**config.mk**
```make
export PLATFORM = sky130hd
export DESIGN_NAME = main
export DESIGN_NICKNAME = d
export VERILOG_FILES = /design/src/rtl/main_pkg.sv /design/src/rtl/seg7_decoder.sv /design/src/rtl/main.sv
export SDC_FILE = /design/constraint.sdc
export NUM_CORES = 1
export LEC_CHECK = 0
export CAP_MARGIN = 10
export CORE_ASPECT_RATIO = 0.75
export CORE_MARGIN = 2
export CORE_UTILIZATION = 35
export DETAILED_ROUTE_END_ITERATION = 12
export GPL_TIMING_DRIVEN = 1
export PLACE_DENSITY = 0.57
export SLEW_MARGIN = 0
export SYNTH_ARGS = -nofsm -noshare
export SYNTH_HDL_FRONTEND = slang
export SYNTH_SLANG_ARGS = --single-unit
```
**constraint.sdc**
```tcl
create_clock -name clk -period 6.8 [get_ports clk]
set_clock_uncertainty 0.15 [all_clocks]
set_input_delay 1.02 -clock clk [delete_from_list [all_inputs] [get_ports clk]]
set_output_delay 1.02 -clock clk [all_outputs]
set_load 0.01 [all_outputs]
```
**src/rtl/main_pkg.sv**
```systemverilog
// rtl/main_pkg.sv - shared types, lamp encodings, segment codes and duration bounds for the traffic light controller
package main_pkg;

    typedef enum logic [1:0] {
        MODE_AUTO   = 2'd0,
        MODE_MANUAL = 2'd1,
        MODE_CONFIG = 2'd2
    } mode_t;

    typedef enum logic [1:0] {
        PH0 = 2'd0,
        PH1 = 2'd1,
        PH2 = 2'd2,
        PH3 = 2'd3
    } phase_t;

    typedef enum logic {
        SEL_GREEN  = 1'b0,
        SEL_YELLOW = 1'b1
    } sel_t;

    localparam logic [2:0] LAMP_RED    = 3'b100;
    localparam logic [2:0] LAMP_YELLOW = 3'b010;
    localparam logic [2:0] LAMP_GREEN  = 3'b001;
    localparam logic [2:0] LAMP_OFF    = 3'b000;

    localparam logic [3:0] DIGIT_BLANK = 4'hF;
    localparam logic [6:0] SEG_BLANK   = 7'h7F;
    localparam logic [6:0] SEG_0 = 7'h40;
    localparam logic [6:0] SEG_1 = 7'h79;
    localparam logic [6:0] SEG_2 = 7'h24;
    localparam logic [6:0] SEG_3 = 7'h30;
    localparam logic [6:0] SEG_4 = 7'h19;
    localparam logic [6:0] SEG_5 = 7'h12;
    localparam logic [6:0] SEG_6 = 7'h02;
    localparam logic [6:0] SEG_7 = 7'h78;
    localparam logic [6:0] SEG_8 = 7'h00;
    localparam logic [6:0] SEG_9 = 7'h10;

    localparam logic [6:0] G_MIN = 7'd1;
    localparam logic [6:0] G_MAX = 7'd90;
    localparam logic [6:0] Y_MIN = 7'd1;
    localparam logic [6:0] Y_MAX = 7'd9;

    function automatic logic [2:0] road1_lamp(input phase_t ph);
        case (ph)
            PH0:     return LAMP_GREEN;
            PH1:     return LAMP_YELLOW;
            default: return LAMP_RED;
        endcase
    endfunction

    function automatic logic [2:0] road2_lamp(input phase_t ph);
        case (ph)
            PH2:     return LAMP_GREEN;
            PH3:     return LAMP_YELLOW;
            default: return LAMP_RED;
        endcase
    endfunction

    function automatic logic [3:0] tens_of(input logic [6:0] v);
        return 4'(v / 7'd10);
    endfunction

    function automatic logic [3:0] units_of(input logic [6:0] v);
        return 4'(v % 7'd10);
    endfunction

endpackage

```
**src/rtl/seg7_decoder.sv**
```systemverilog
// rtl/seg7_decoder.sv - BCD digit to active-low {g,f,e,d,c,b,a} segments, 4'hF and other codes blank
module seg7_decoder
    import main_pkg::*;
(
    input  logic [3:0] i_digit,
    output logic [6:0] o_seg
);

    always_comb begin
        o_seg = SEG_BLANK;
        case (i_digit)
            4'd0:    o_seg = SEG_0;
            4'd1:    o_seg = SEG_1;
            4'd2:    o_seg = SEG_2;
            4'd3:    o_seg = SEG_3;
            4'd4:    o_seg = SEG_4;
            4'd5:    o_seg = SEG_5;
            4'd6:    o_seg = SEG_6;
            4'd7:    o_seg = SEG_7;
            4'd8:    o_seg = SEG_8;
            4'd9:    o_seg = SEG_9;
            default: o_seg = SEG_BLANK;
        endcase
    end

endmodule

```
**src/rtl/main.sv**
```systemverilog
// rtl/main.sv - two-road traffic light controller with AUTO/MANUAL/CONFIG modes; BUTTON_DEBOUNCE_EN adds 16-sample debounce
module main
    import main_pkg::*;
#(
    parameter int TICK_DIV   = 1,
    parameter int DEF_GREEN  = 5,
    parameter int DEF_YELLOW = 2
) (
    input  logic       clk,
    input  logic       reset,
    input  logic       buttonChangeMode,
    input  logic       buttonConfig,
    input  logic       buttonChangeLight,
    input  logic       buttonIncreaseTime,
    input  logic       buttonDecreaseTime,
    input  logic       buttonConfirm,
    output logic [6:0] led7_1,
    output logic [6:0] led7_2,
    output logic [6:0] led7_3,
    output logic [6:0] led7_4,
    output logic [2:0] led1,
    output logic [2:0] led2
);

    localparam int DW = (TICK_DIV > 1) ? $clog2(TICK_DIV) : 1;

    // Button vector order doubles as the action priority, MSB highest.
    logic [5:0] w_btn;
    logic [5:0] w_level;
    logic [5:0] w_rise;
    logic [5:0] r_prev;

    assign w_btn = {buttonConfig, buttonChangeMode, buttonChangeLight,
                    buttonConfirm, buttonIncreaseTime, buttonDecreaseTime};

`ifdef BUTTON_DEBOUNCE_EN
    logic [5:0] r_stable;
    logic [3:0] r_dbc [6];

    always_ff @(posedge clk) begin
        if (reset) begin
            r_stable <= '0;
            for (int i = 0; i < 6; i++) r_dbc[i] <= '0;
        end else begin
            for (int i = 0; i < 6; i++) begin
                if (w_btn[i] == r_stable[i]) begin
                    r_dbc[i] <= '0;
                end else if (r_dbc[i] == 4'd15) begin
                    r_stable[i] <= w_btn[i];
                    r_dbc[i]    <= '0;
                end else begin
                    r_dbc[i] <= r_dbc[i] + 4'd1;
                end
            end
        end
    end

    assign w_level = r_stable;
`else
    assign w_level = w_btn;
`endif

    always_ff @(posedge clk) begin
        if (reset) r_prev <= '0;
        else       r_prev <= w_level;
    end

    assign w_rise = w_level & ~r_prev;

    logic w_evt_cfg, w_evt_mode, w_evt_light, w_evt_conf, w_evt_inc, w_evt_dec;

    always_comb begin
        w_evt_cfg   = 1'b0;
        w_evt_mode  = 1'b0;
        w_evt_light = 1'b0;
        w_evt_conf  = 1'b0;
        w_evt_inc   = 1'b0;
        w_evt_dec   = 1'b0;
        if      (w_rise[5]) w_evt_cfg   = 1'b1;
        else if (w_rise[4]) w_evt_mode  = 1'b1;
        else if (w_rise[3]) w_evt_light = 1'b1;
        else if (w_rise[2]) w_evt_conf  = 1'b1;
        else if (w_rise[1]) w_evt_inc   = 1'b1;
        else if (w_rise[0]) w_evt_dec   = 1'b1;
    end

    mode_t      r_mode;
    phase_t     r_phase;
    sel_t       r_sel;
    logic [6:0] r_g, r_y, r_sg, r_sy, r_cnt1, r_cnt2;
    logic [DW-1:0] r_div;

    function automatic logic [6:0] lamp_dur(input logic [2:0] lamp,
                                            input logic [6:0] g,
                                            input logic [6:0] y);
        case (lamp)
            LAMP_RED:    return g + y;
            LAMP_YELLOW: return y;
            default:     return g;
        endcase
    endfunction

    phase_t w_next_phase;
    logic   w_tick, w_hit1, w_hit2, w_div_clr;

    assign w_next_phase = phase_t'(r_phase + 2'd1);
    assign w_tick       = (r_div == DW'(TICK_DIV - 1));
    assign w_hit1       = (r_cnt1 == 7'd1);
    assign w_hit2       = (r_cnt2 == 7'd1);
    assign w_div_clr    = w_evt_cfg | (w_evt_mode & (r_mode != MODE_CONFIG));

    always_ff @(posedge clk) begin
        if (reset || w_div_clr || w_tick) r_div <= '0;
        else                              r_div <= r_div + DW'(1);
    end

    always_ff @(posedge clk) begin
        if (reset) begin
            r_mode  <= MODE_AUTO;
            r_phase <= PH0;
            r_sel   <= SEL_GREEN;
            r_g     <= 7'(DEF_GREEN);
            r_y     <= 7'(DEF_YELLOW);
            r_sg    <= 7'(DEF_GREEN);
            r_sy    <= 7'(DEF_YELLOW);
            r_cnt1  <= 7'(DEF_GREEN);
            r_cnt2  <= 7'(DEF_GREEN + DEF_YELLOW);
        end else begin
            case (r_mode)
                MODE_AUTO, MODE_MANUAL: begin
                    if (w_evt_cfg) begin
                        r_mode <= MODE_CONFIG;
                        r_sg   <= r_g;
                        r_sy   <= r_y;
                        r_sel  <= SEL_GREEN;
                    end else if (w_evt_mode && r_mode == MODE_AUTO) begin
                        r_mode <= MODE_MANUAL;
                    end else if (w_evt_mode) begin
                        r_mode  <= MODE_AUTO;
                        r_phase <= PH0;
                        r_cnt1  <= r_g;
                        r_cnt2  <= r_g + r_y;
                    end else if (r_mode == MODE_MANUAL) begin
                        if (w_evt_light) r_phase <= w_next_phase;
                    end else if (w_tick) begin
                        // The two roads change light at different phase boundaries.
                        if (w_hit1 || w_hit2) r_phase <= w_next_phase;
                        r_cnt1 <= w_hit1 ? lamp_dur(road1_lamp(w_next_phase), r_g, r_y)
                                         : r_cnt1 - 7'd1;
                        r_cnt2 <= w_hit2 ? lamp_dur(road2_lamp(w_next_phase), r_g, r_y)
                                         : r_cnt2 - 7'd1;
                    end
                end
                MODE_CONFIG: begin
                    if (w_evt_cfg) begin
                        r_mode  <= MODE_AUTO;
                        r_phase <= PH0;
                        r_cnt1  <= r_g;
                        r_cnt2  <= r_g + r_y;
                    end else if (w_evt_light) begin
                        r_sel <= (r_sel == SEL_GREEN) ? SEL_YELLOW : SEL_GREEN;
                    end else if (w_evt_conf) begin
                        r_g <= r_sg;
                        r_y <= r_sy;
                    end else if (w_evt_inc) begin
                        if (r_sel == SEL_GREEN && r_sg < G_MAX) r_sg <= r_sg + 7'd1;
                        if (r_sel == SEL_YELLOW && r_sy < Y_MAX) r_sy <= r_sy + 7'd1;
                    end else if (w_evt_dec) begin
                        if (r_sel == SEL_GREEN && r_sg > G_MIN) r_sg <= r_sg - 7'd1;
                        if (r_sel == SEL_YELLOW && r_sy > Y_MIN) r_sy <= r_sy - 7'd1;
                    end
                end
                default: r_mode <= MODE_AUTO;
            endcase
        end
    end

    logic [3:0] w_dig1, w_dig2, w_dig3, w_dig4;
    logic [6:0] w_edit;

    assign w_edit = (r_sel == SEL_YELLOW) ? r_sy : r_sg;

    always_comb begin
        led1   = road1_lamp(r_phase);
        led2   = road2_lamp(r_phase);
        w_dig1 = DIGIT_BLANK;
        w_dig2 = DIGIT_BLANK;
        w_dig3 = DIGIT_BLANK;
        w_dig4 = DIGIT_BLANK;
        case (r_mode)
            MODE_AUTO: begin
                w_dig1 = tens_of(r_cnt1);
                w_dig2 = units_of(r_cnt1);
                w_dig3 = tens_of(r_cnt2);
                w_dig4 = units_of(r_cnt2);
            end
            MODE_CONFIG: begin
                led1   = (r_sel == SEL_YELLOW) ? LAMP_YELLOW : LAMP_GREEN;
                led2   = LAMP_OFF;
                w_dig1 = tens_of(w_edit);
                w_dig2 = units_of(w_edit);
                w_dig3 = (r_sel == SEL_YELLOW) ? 4'd2 : 4'd1;
            end
            default: ;
        endcase
    end

    seg7_decoder u_seg1 (.i_digit(w_dig1), .o_seg(led7_1));
    seg7_decoder u_seg2 (.i_digit(w_dig2), .o_seg(led7_2));
    seg7_decoder u_seg3 (.i_digit(w_dig3), .o_seg(led7_3));
    seg7_decoder u_seg4 (.i_digit(w_dig4), .o_seg(led7_4));

endmodule

```
# Yosys cells after proc, flatten, opt, wreduce, memory -nomap -nowiden
# Memory sizes are Yosys's and may differ from the RTL's.
# Cells that the tools add are included.
[word_totals]
register_bits = 54
romBits = 448
input_bits = 8
wordCells = 197
memories = 4
[memory_table]
columns = ["name", "words", "word_bits", "read_ports", "rd_ports_with_merged_regs", "write_ports", "line", "text"]
rows = [
  ["(name not given)", 16, 7, 1, 0, 0, "seg7_decoder.sv:11", "case (i_digit)"],
  ["(name not given)", 16, 7, 1, 0, 0, "seg7_decoder.sv:11", ""],
  ["(name not given)", 16, 7, 1, 0, 0, "seg7_decoder.sv:11", ""],
  ["(name not given)", 16, 7, 1, 0, 0, "seg7_decoder.sv:11", ""],
]
[classes]
n_addsub = 9
n_div = 6
n_lt_le_gt_ge = 4
eq_ne = 34
mux = 101
bitwise = 8
reduce_logical = 20
[ops]
columns = ["operator", "n"]
rows = [
  ["7-bit 2-to-1 mux", 30],
  ["7-bit one-hot mux with 2 select lines", 6],
  ["3-bit 2-to-1 mux", 16],
  ["7-bit by 1-bit subtractor with 7-bit output, second input constant", 4],
  ["2-bit 2-to-1 mux", 13],
  ["1-bit 2-to-1 mux", 25],
  ["3-bit one-hot mux with 2 select lines", 4],
  ["4-bit one-hot mux with 2 select lines", 3],
  ["7-bit by 4-bit divider with 7-bit output, second input constant", 3],
  ["7-bit by 4-bit remainder unit with 7-bit output, second input constant", 3],
  ["3-bit inequality test, second input constant", 7],
  ["2-bit inequality test, second input constant", 9],
  ["4-bit inequality test, second input constant", 4],
  ["8-bit AND reduction", 2],
  ["7-bit by 1-bit adder with 7-bit output, second input constant", 2],
  ["7-bit by 1-bit equality test with 1-bit output, second input constant", 2],
  ["7-bit by 1-bit greater-than comparator with 1-bit output, second input constant", 2],
  ["2-bit equality test, second input constant", 5],
  ["2-bit one-hot mux with 2 select lines", 2],
  ["4-bit AND reduction", 2],
  ["7-bit adder", 1],
  ["7-bit by 4-bit < comparator with 1-bit output, second input constant", 1],
  ["7-bit < comparator, second input constant", 1],
  ["7-bit AND reduction", 1],
  ["19 further kinds", 34],
]

# Logic depth before layout (Yosys ltp)
# Gate-level depths: netlist of the first run.
[depth]
word_depth = 19
ltp_mapped = 23
ltp_nobuf = 20

# Hierarchy
# From an unflattened synthesis of the first run, not the netlist that was laid out.
[hier_totals]
cells_unflattened = 783
hier_area_um2 = 5734.2
[modules_own_cells]
columns = ["module", "instances", "cells_per_inst", "area_each_um2", "seq_area_each_um2"]
rows = [
  ["main", 1, 653, 4903.5, 1081.0],
  ["seg7_decoder (u_seg1 ...)", 3, 33, 210.2, 0.0],
  ["seg7_decoder (u_seg3)", 1, 31, 200.2, 0.0],
]

# Least setup slack after synthesis of the first run
# OpenSTA, ideal clock, no wires.
[synth_timing]
kind = "reg2out"
from = "register r_mode[1]"
to = "output led7_2[3]"
arrival_ps = 4190
required_time_ps = 5630
slack_ps = 1440
path_stages_with_launch = 22
n_path_buf = 3
cell_sequence = "dfxtp_1 > buf_6 > nor2b_4 > buf_6 > mux2_4 > nor2_1 > nor2_1 > ha_1 > a41o_1 > a221oi_4 > xnor2_2 > o211ai_1 > o21ai_0 > ha_1 > inv_1 > a22oi_2 > and2_4 > buf_6 > o21a_1 > ha_1 > o221ai_1 > o211ai_1"
[synth_between]
elab_chain_cells = 3
[synth_rtl]
columns = ["element", "line", "text"]
rows = [
  ["start, declared", "main.sv:87", "mode_t r_mode;"],
  ["start signal, assigned", "main.sv:119", "r_mode <= MODE_AUTO;"],
  ["start signal, assigned", "main.sv:132", "r_mode <= MODE_CONFIG;"],
  ["start signal, assigned", "main.sv:137", "r_mode <= MODE_MANUAL;"],
  ["2-bit equality test or 2-bit zero test (tied branches)", "main.sv:190", "case (r_mode)"],
  ["4-bit one-hot mux with 2 select lines (*)", "main.sv:190", ""],
  ["memory read 16 x 7 bit (*)", "n/a", ""],
  ["end, declared", "main.sv:18", "output logic [6:0] led7_2,"],
]
# Mark *: on every way between the ends. The rest lies on a longest branch, timed or not.

# Final worst setup path of the first run
[layout_timing]
from = "register r_sel"
to = "output led7_2[3]"
[layout_between]
elab_chain_cells = 4
[layout_rtl]
columns = ["element", "line", "text"]
rows = [
  ["start, declared", "main.sv:89", "sel_t r_sel;"],
  ["start signal, assigned", "main.sv:161", "r_sel <= (r_sel == SEL_GREEN) ? SEL_YELLOW : SEL_GREEN;"],
  ["7-bit 2-to-1 mux", "main.sv:181", "assign w_edit = (r_sel == SEL_YELLOW) ? r_sy : r_sg;"],
  ["7-bit by 4-bit remainder unit with 7-bit output", "main_pkg.sv:66", "return 4'(v % 7'd10);"],
  ["4-bit one-hot mux with 2 select lines", "main.sv:190", ""],
  ["memory read 16 x 7 bit", "n/a", ""],
]
# No other way between the ends.

==> results.ini, run 1 <==
[sta]
worst_pin_slew_ns=1.060
fin_setup_tns_ns=0
report.final.slew_viol_count=0
finalSetupViolations=0
max_slew_margin_pct=29.32
period_share_pct=94.85
finalHoldViolCount=0
min_period_ns=6.450
fmax_mhz=155.0
holdWs_ns=0.3365

[clock_tree]
cts_hold_buf=0
clkSinkCount=54
cts_max_level=2
numCtsBuffers=5
clockBufferDepth=2
cts_root_buffer=clkbuf_16
clock_latency_ns=0.30
cts_tree=done
cts.clk_slew.worst_paths_ns=0.07

[critical_path]
rr_endpoint=r_sg[5]
reg2regPathDepth=7
crit_path_end_kind=primary output
startpoint=r_sel
worstPathMaxFanout=11
r2r-start=r_prev[5]
start_kind=flip-flop
path_class=reg -> out
crit_end=led7_2[3]
crit_required_ns=5.63
r2r_slack_ns=3.24
worst_ep_arrival_time_ns=5.28

[yosys]
synth_cell_types=74
synth_enable_flop_cells=0
synth_xor_area_share_pct=4.483
synthFlopType=dfxtp_1
synth.avg_cell_area_um2=7.446
synthesis.nets=784
synthesis.area_um2=5443
syn_inst=731
synth_adder_area_share_pct=10.67
synthMuxAreaShare_pct=7.356
synth_compound_area_share_pct=28.57
synth-async-reset-ratio_pct=0
ys_warn_count=0
ys_seq_area_share_pct=19.86
ys_ff_latch=54
synth_top_family_by_area=compound AO/OA/AOI/OAI gates
yosys.area_share.simple_pct=22.25

[placement]
gp_congestion=0.8706
dpl.hpwl_mm=11.23
port_buffers=41
place_area_um2=5956

[worst_hold_path]
hp-start=r_cnt1[1]
hold_path_class=reg -> reg

[routing]
drcViolationCount=0
routed_wl_mm=15.23
dr_total_vias=5370
wire_per_inst_um=16.05
drt_iter0_markers=439
drt-vias-per-instance=5.659
dr.pass1.iters=5
antenna_left=0

[die]
start_util_pct=35.75
die_height_um=112.0
die_w_um=148.0
num_rows=39
die-area_um2=16570
io_pins=42
core_um2=15220

[grt]
antenna_found_initial=0
grt_pass1_wl_mm=25.12
grt_overflow_total=0
grt_pass1_vias=5010
grt_usage_pct=18.34
grt_max_degree=54

[final_layout]
fin_area_um2=6132
utilization_pct=40.28
antenna_cells=0
mostFrequentLayoutCell=nor2_1
mostFrequentLayoutCells=nor2_1, nand2_1, a21oi_1
drive_gt1_share_pct=7.124
synthToLayoutAreaGrowth_pct=12.67
fin_nets=796

[power_and_ir_drop]
p_per_area_nw_per_um2=213.0
finalPower_mw=1.306
p_leak_nw=2.473
irDropWorstVdd_uv=111.4

[flow_run]
drv_cap=0

[outcome]
status=finished clean

-- Yosys cell counts, types with 3 or more instances --
cell / count / area share [%]
buf_1: 5 / 0.34
a211o_1: 8 / 1.3
a221o_1: 6 / 1.1
nor4_1: 5 / 0.57
o21ai_1: 4 / 0.37
nor2b_1: 14 / 1.6
a221oi_1: 4 / 0.64
mux2_2: 9 / 1.9
o22ai_1: 6 / 0.69
mux2i_4: 3 / 1.2
o31ai_1: 11 / 1.5
o211ai_1: 8 / 1.1
o21ai_0: 21 / 1.9
nand3_1: 9 / 0.83
o31a_1: 3 / 0.48
nor2_1: 88 / 6.1
dfxtp_1: 54 / 20
o21a_1: 6 / 0.83
a21oi_1: 64 / 5.9
inv_1: 34 / 2.3
a21boi_0: 3 / 0.41
o221ai_1: 8 / 1.3
mux2i_1: 18 / 3.3
a22oi_1: 10 / 1.4
ha_1: 44 / 10
o21bai_1: 5 / 0.69
nand2b_1: 14 / 1.6
a21o_1: 12 / 1.7
xor2_1: 10 / 1.6
a31oi_1: 8 / 0.92
and2_1: 7 / 0.80
xnor2_1: 16 / 2.6
nor3b_1: 3 / 0.41
a32oi_1: 4 / 0.64
a211oi_1: 17 / 2.3
or2_2: 4 / 0.46
buf_6: 4 / 0.83
and3_1: 6 / 0.69
nand2_1: 65 / 4.5
nor3_1: 28 / 2.6
clkbuf_1: 38 / 2.6
a2111oi_0: 3 / 0.48
-- sequential cells by signal (all words and copies together) (netlist names), 6 cells and up --
register	flops
r_cnt1	7
r_cnt2	7
r_g	7
r_prev	6
r_sg	7
r_sy	7
r_y	7
-- worst min path at each step --
stage           endpoint  slack (ns)  cells past startpoint
6_report       r_cnt1[1]        0.34                      2
5_1_grt        r_cnt1[1]        0.39                      2
4_1_cts        r_cnt1[1]        0.34                      2
3_5_place_dp   r_cnt1[1]        0.33                      2
3_3_place_gp   r_cnt1[1]        0.33                      2
2_1_floorplan  r_cnt1[1]        0.31                      2
-- stage by stage --
step | instances | setup slack, ns
final | 949 | 0.3502
after global routing | 949 | -0.007343
after CTS | 946 | 0.05877
after detailed placement | 938 | 0.4085
after global placement | 938 | 0.6658
after floorplan | 731 | 1.440
-- worst max-delay path: stages, from the launching register on --
cell and delay [ns]:
dfxtp_2 0.45, mux2_1 0.37, mux2_4 0.31, nor2_2 0.19, nor2_1 0.08, ha_1 0.26, a41o_1 0.27, a221oi_4 0.34
xnor2_2 0.21, o211ai_1 0.12, o21ai_1 0.21, ha_1 0.25, inv_1 0.06, a22oi_2 0.35, and2_4 0.24, o21a_1 0.18
ha_1 0.27, o221ai_1 0.19, o211ai_1 0.13, clkdlybuf4s50_1 0.49
-- layout make-up --
class | instances | area, µm²
Fill cell | 1557 | 9092
Multi-Input combinational cell | 591 | 4000
Sequential cell | 54 | 1082
Inverter | 36 | 135.1
Clock inverter | 1 | 5.005
Tap cell | 205 | 256.5
Clock buffer | 7 | 142.6
Timing Repair Buffer | 55 | 510.5
-- cells by family (layout without fill, tap and decap cells) --
kind of cell / Yosys count / count (layout)
compound gates: 226 / 226
buf+inv: 86 / 99
flops: 54 / 54
xor+xnor: 27 / 27
simple gates: 257 / 257
fa+ha+maj: 46 / 46
other cells: 1 / 1
mux: 34 / 34
-- where the power goes --
part,internal (mW),switching (mW),total (mW)
Combinational,0.322,0.358,0.680
Sequential,0.330,0.0270,0.357
Clock,0.147,0.122,0.269
Total,0.799,0.507,1.31
-- timing repair --
item	in CTS	in global routing
buffers inserted	0	3
gates resized for setup	0	4
setup endpoints to repair	0	14
-- metal layers --
layer / global-route usage (%) / share of wire [%] / wire length [µm] / up-vias
li1: - / - / - / 2648
met1: 27.57 / 51 / 7826 / 2540
met2: 26.98 / 42 / 6358 / 162
met3: 3.689 / 5.7 / 865 / 20
met4: 3.810 / 1.2 / 180 / 0
met5: 0 / 0 / 0 / -
No activity file was read; power rests on OpenSTA's default activity.
==> inputs of run 2 (changes only) <==
==> constraint.sdc (replaced) <==
create_clock -name clk -period 7.8 [get_ports clk]
set_clock_uncertainty 0.15 [all_clocks]
set_input_delay 1.17 -clock clk [delete_from_list [all_inputs] [get_ports clk]]
set_output_delay 1.17 -clock clk [all_outputs]
set_load 0.01 [all_outputs]
==> results.ini, run 2 (same netlist as run 1, synthesis figures left out) <==
[grt]
grt_overflow_total=0  ; unchanged
grt_pass1_wl_mm=24.39  ; -2.9%
grt_usage_pct=17.90  ; -0.45 points
antenna_found_initial=0  ; unchanged
grt_pass1_vias=4862  ; -3.0%
grt_max_degree=54  ; unchanged

[critical_path]
start_kind=flip-flop
startpoint=r_mode[1]
r2r_slack_ns=4.03  ; +0.79 ns
reg2regPathDepth=8  ; +1
crit_required_ns=6.48  ; +0.85 ns
r2r-start=r_mode[1]
path_class=reg -> out
worst_ep_arrival_time_ns=5.87  ; +0.59 ns
crit_path_end_kind=primary output
rr_endpoint=r_sg[0]
worstPathMaxFanout=18  ; +7

[final_layout]
mostFrequentLayoutCells=nor2_1, nand2_1, a21oi_1
synthToLayoutAreaGrowth_pct=11.72
drive_gt1_share_pct=5.962  ; -1.2 points
fin_area_um2=6081  ; -0.84%
fin_nets=790  ; -0.75%
antenna_cells=0  ; unchanged
stdcell_count=943  ; -0.63%
mostFrequentLayoutCell=nor2_1

[die]
num_rows=39  ; unchanged
start_util_pct=35.75  ; unchanged
core_um2=15220  ; unchanged
io_pins=42  ; unchanged
die_w_um=148.0  ; unchanged
die_height_um=112.0  ; unchanged
die-area_um2=16570  ; unchanged

[clock_tree]
clkSinkCount=54  ; unchanged
cts.clk_slew.worst_paths_ns=0.07  ; about the same
cts_max_level=2  ; unchanged
post_cts_buffers=0  ; unchanged
clockBufferDepth=2  ; unchanged
cts_tree=done
cts_root_buffer=clkbuf_16
cts_hold_buf=0  ; unchanged
clock_latency_ns=0.30  ; about the same
postCtsResizedCells=0  ; unchanged
numCtsBuffers=5  ; unchanged

[placement]
dp_cells=935  ; -0.32%
place_area_um2=5933  ; -0.38%
dpl.hpwl_mm=11.14  ; -0.79%
port_buffers=41  ; unchanged
gp_congestion=0.8838  ; +1.5%

[worst_hold_path]
min_to=r_cnt1[1]
min_path_cells=2  ; unchanged
hp-start=r_cnt1[1]
hold_path_class=reg -> reg

[routing]
dr_total_vias=5396  ; +0.48%
dr.pass1.iters=6  ; +1
wire_per_inst_um=15.96  ; -0.54%
drt_iter0_markers=457  ; +4.1%
routed_wl_mm=15.05  ; -1.2%
drt-vias-per-instance=5.722  ; +1.1%
drcViolationCount=0  ; unchanged
antenna_left=0  ; unchanged

[sta]
finalHoldViolCount=0  ; unchanged
max_slew_margin_pct=23.87  ; -5.5 points
fin_setup_tns_ns=0  ; unchanged
finalSetupViolations=0  ; unchanged
worst_pin_slew_ns=1.139  ; +0.07859 ns
rsz0062_at_grt=false
min_period_ns=7.186
fmax_mhz=139.2
report.final.slew_viol_count=0  ; unchanged
period_share_pct=92.13

[power_and_ir_drop]
irDropWorstVdd_uv=94.47  ; -15%
p_per_area_nw_per_um2=186.2  ; -13%
p_leak_nw=2.445  ; -1.1%

[outcome]
status=finished clean

[flow_run]
drv_cap=0  ; unchanged

-- run 2: cell types whose count changed in the layout (fill, tap and decap cells not counted), sizes merged --
cell	previous run	this run
buf	15	9
-- run 2: cell type report --
cell class              count  area (µm²)
fillers                  1560        9144
repair buffers             49       465.4
clock inverters             1       5.005
well taps                 205       256.5
multi-input cells         591        3995
clock buffers               7       142.6
inverters                  36       135.1
flip-flops and latches     54        1081
-- run 2: worst max path at each step --
stage	endpoint	slack (ns)	depth (start not counted)
after floorplan	led7_2[3]	2.29	21
after global placement	led7_2[3]	1.29	19
after detailed placement	led7_1[0]	0.99	21
after CTS	led7_1[0]	0.65	21
after global routing	led7_1[0]	0.12	21
final	led7_1[0]	0.61	21
-- run 2: critical path: stages (launching register included) --
cell	delay [ns]
dfxtp_1	0.70
nor2b_4	0.44
mux2_4	0.37
nor2_1	0.32
nor2_1	0.10
ha_1	0.26
a41o_1	0.27
a221oi_4	0.42
xnor2_2	0.23
o211ai_1	0.13
o21ai_0	0.20
ha_1	0.26
inv_1	0.06
a22oi_2	0.31
nand2_1	0.12
nor2_1	0.25
inv_1	0.11
ha_1	0.19
nor2_1	0.09
o21ai_0	0.12
o21a_1	0.13
clkdlybuf4s50_1	0.47
-- run 2: through the flow --
step	setup slack (ns)	hold WS (ns)	power [mW]	utilization, %
after global placement	1.288	0.3202	0.8848	38.97
after CTS	0.6519	0.3477	1.136	39.94
after floorplan	2.290	0.3082	0.6899	-
after global routing	0.1213	0.3777	1.208	39.94
final	0.6135	0.3438	1.132	39.94
after detailed placement	0.9895	0.3374	0.8953	38.97
-- run 2: power by group --
group	internal (mW)	switching (mW)
clock network	0.128	0.109
registers	0.288	0.0251
logic	0.278	0.305
total	0.693	0.439
-- run 2: per-layer routing --
metal	vias up	wire length [µm]	share of wire [%]	global-route usage, %
li1	2641	-	-	-
met5	-	0	0	0
met3	20	1131	7.5	3.893
met2	203	6374	42	27.16
met4	0	174	1.2	3.746
met1	2532	7373	49	26.03
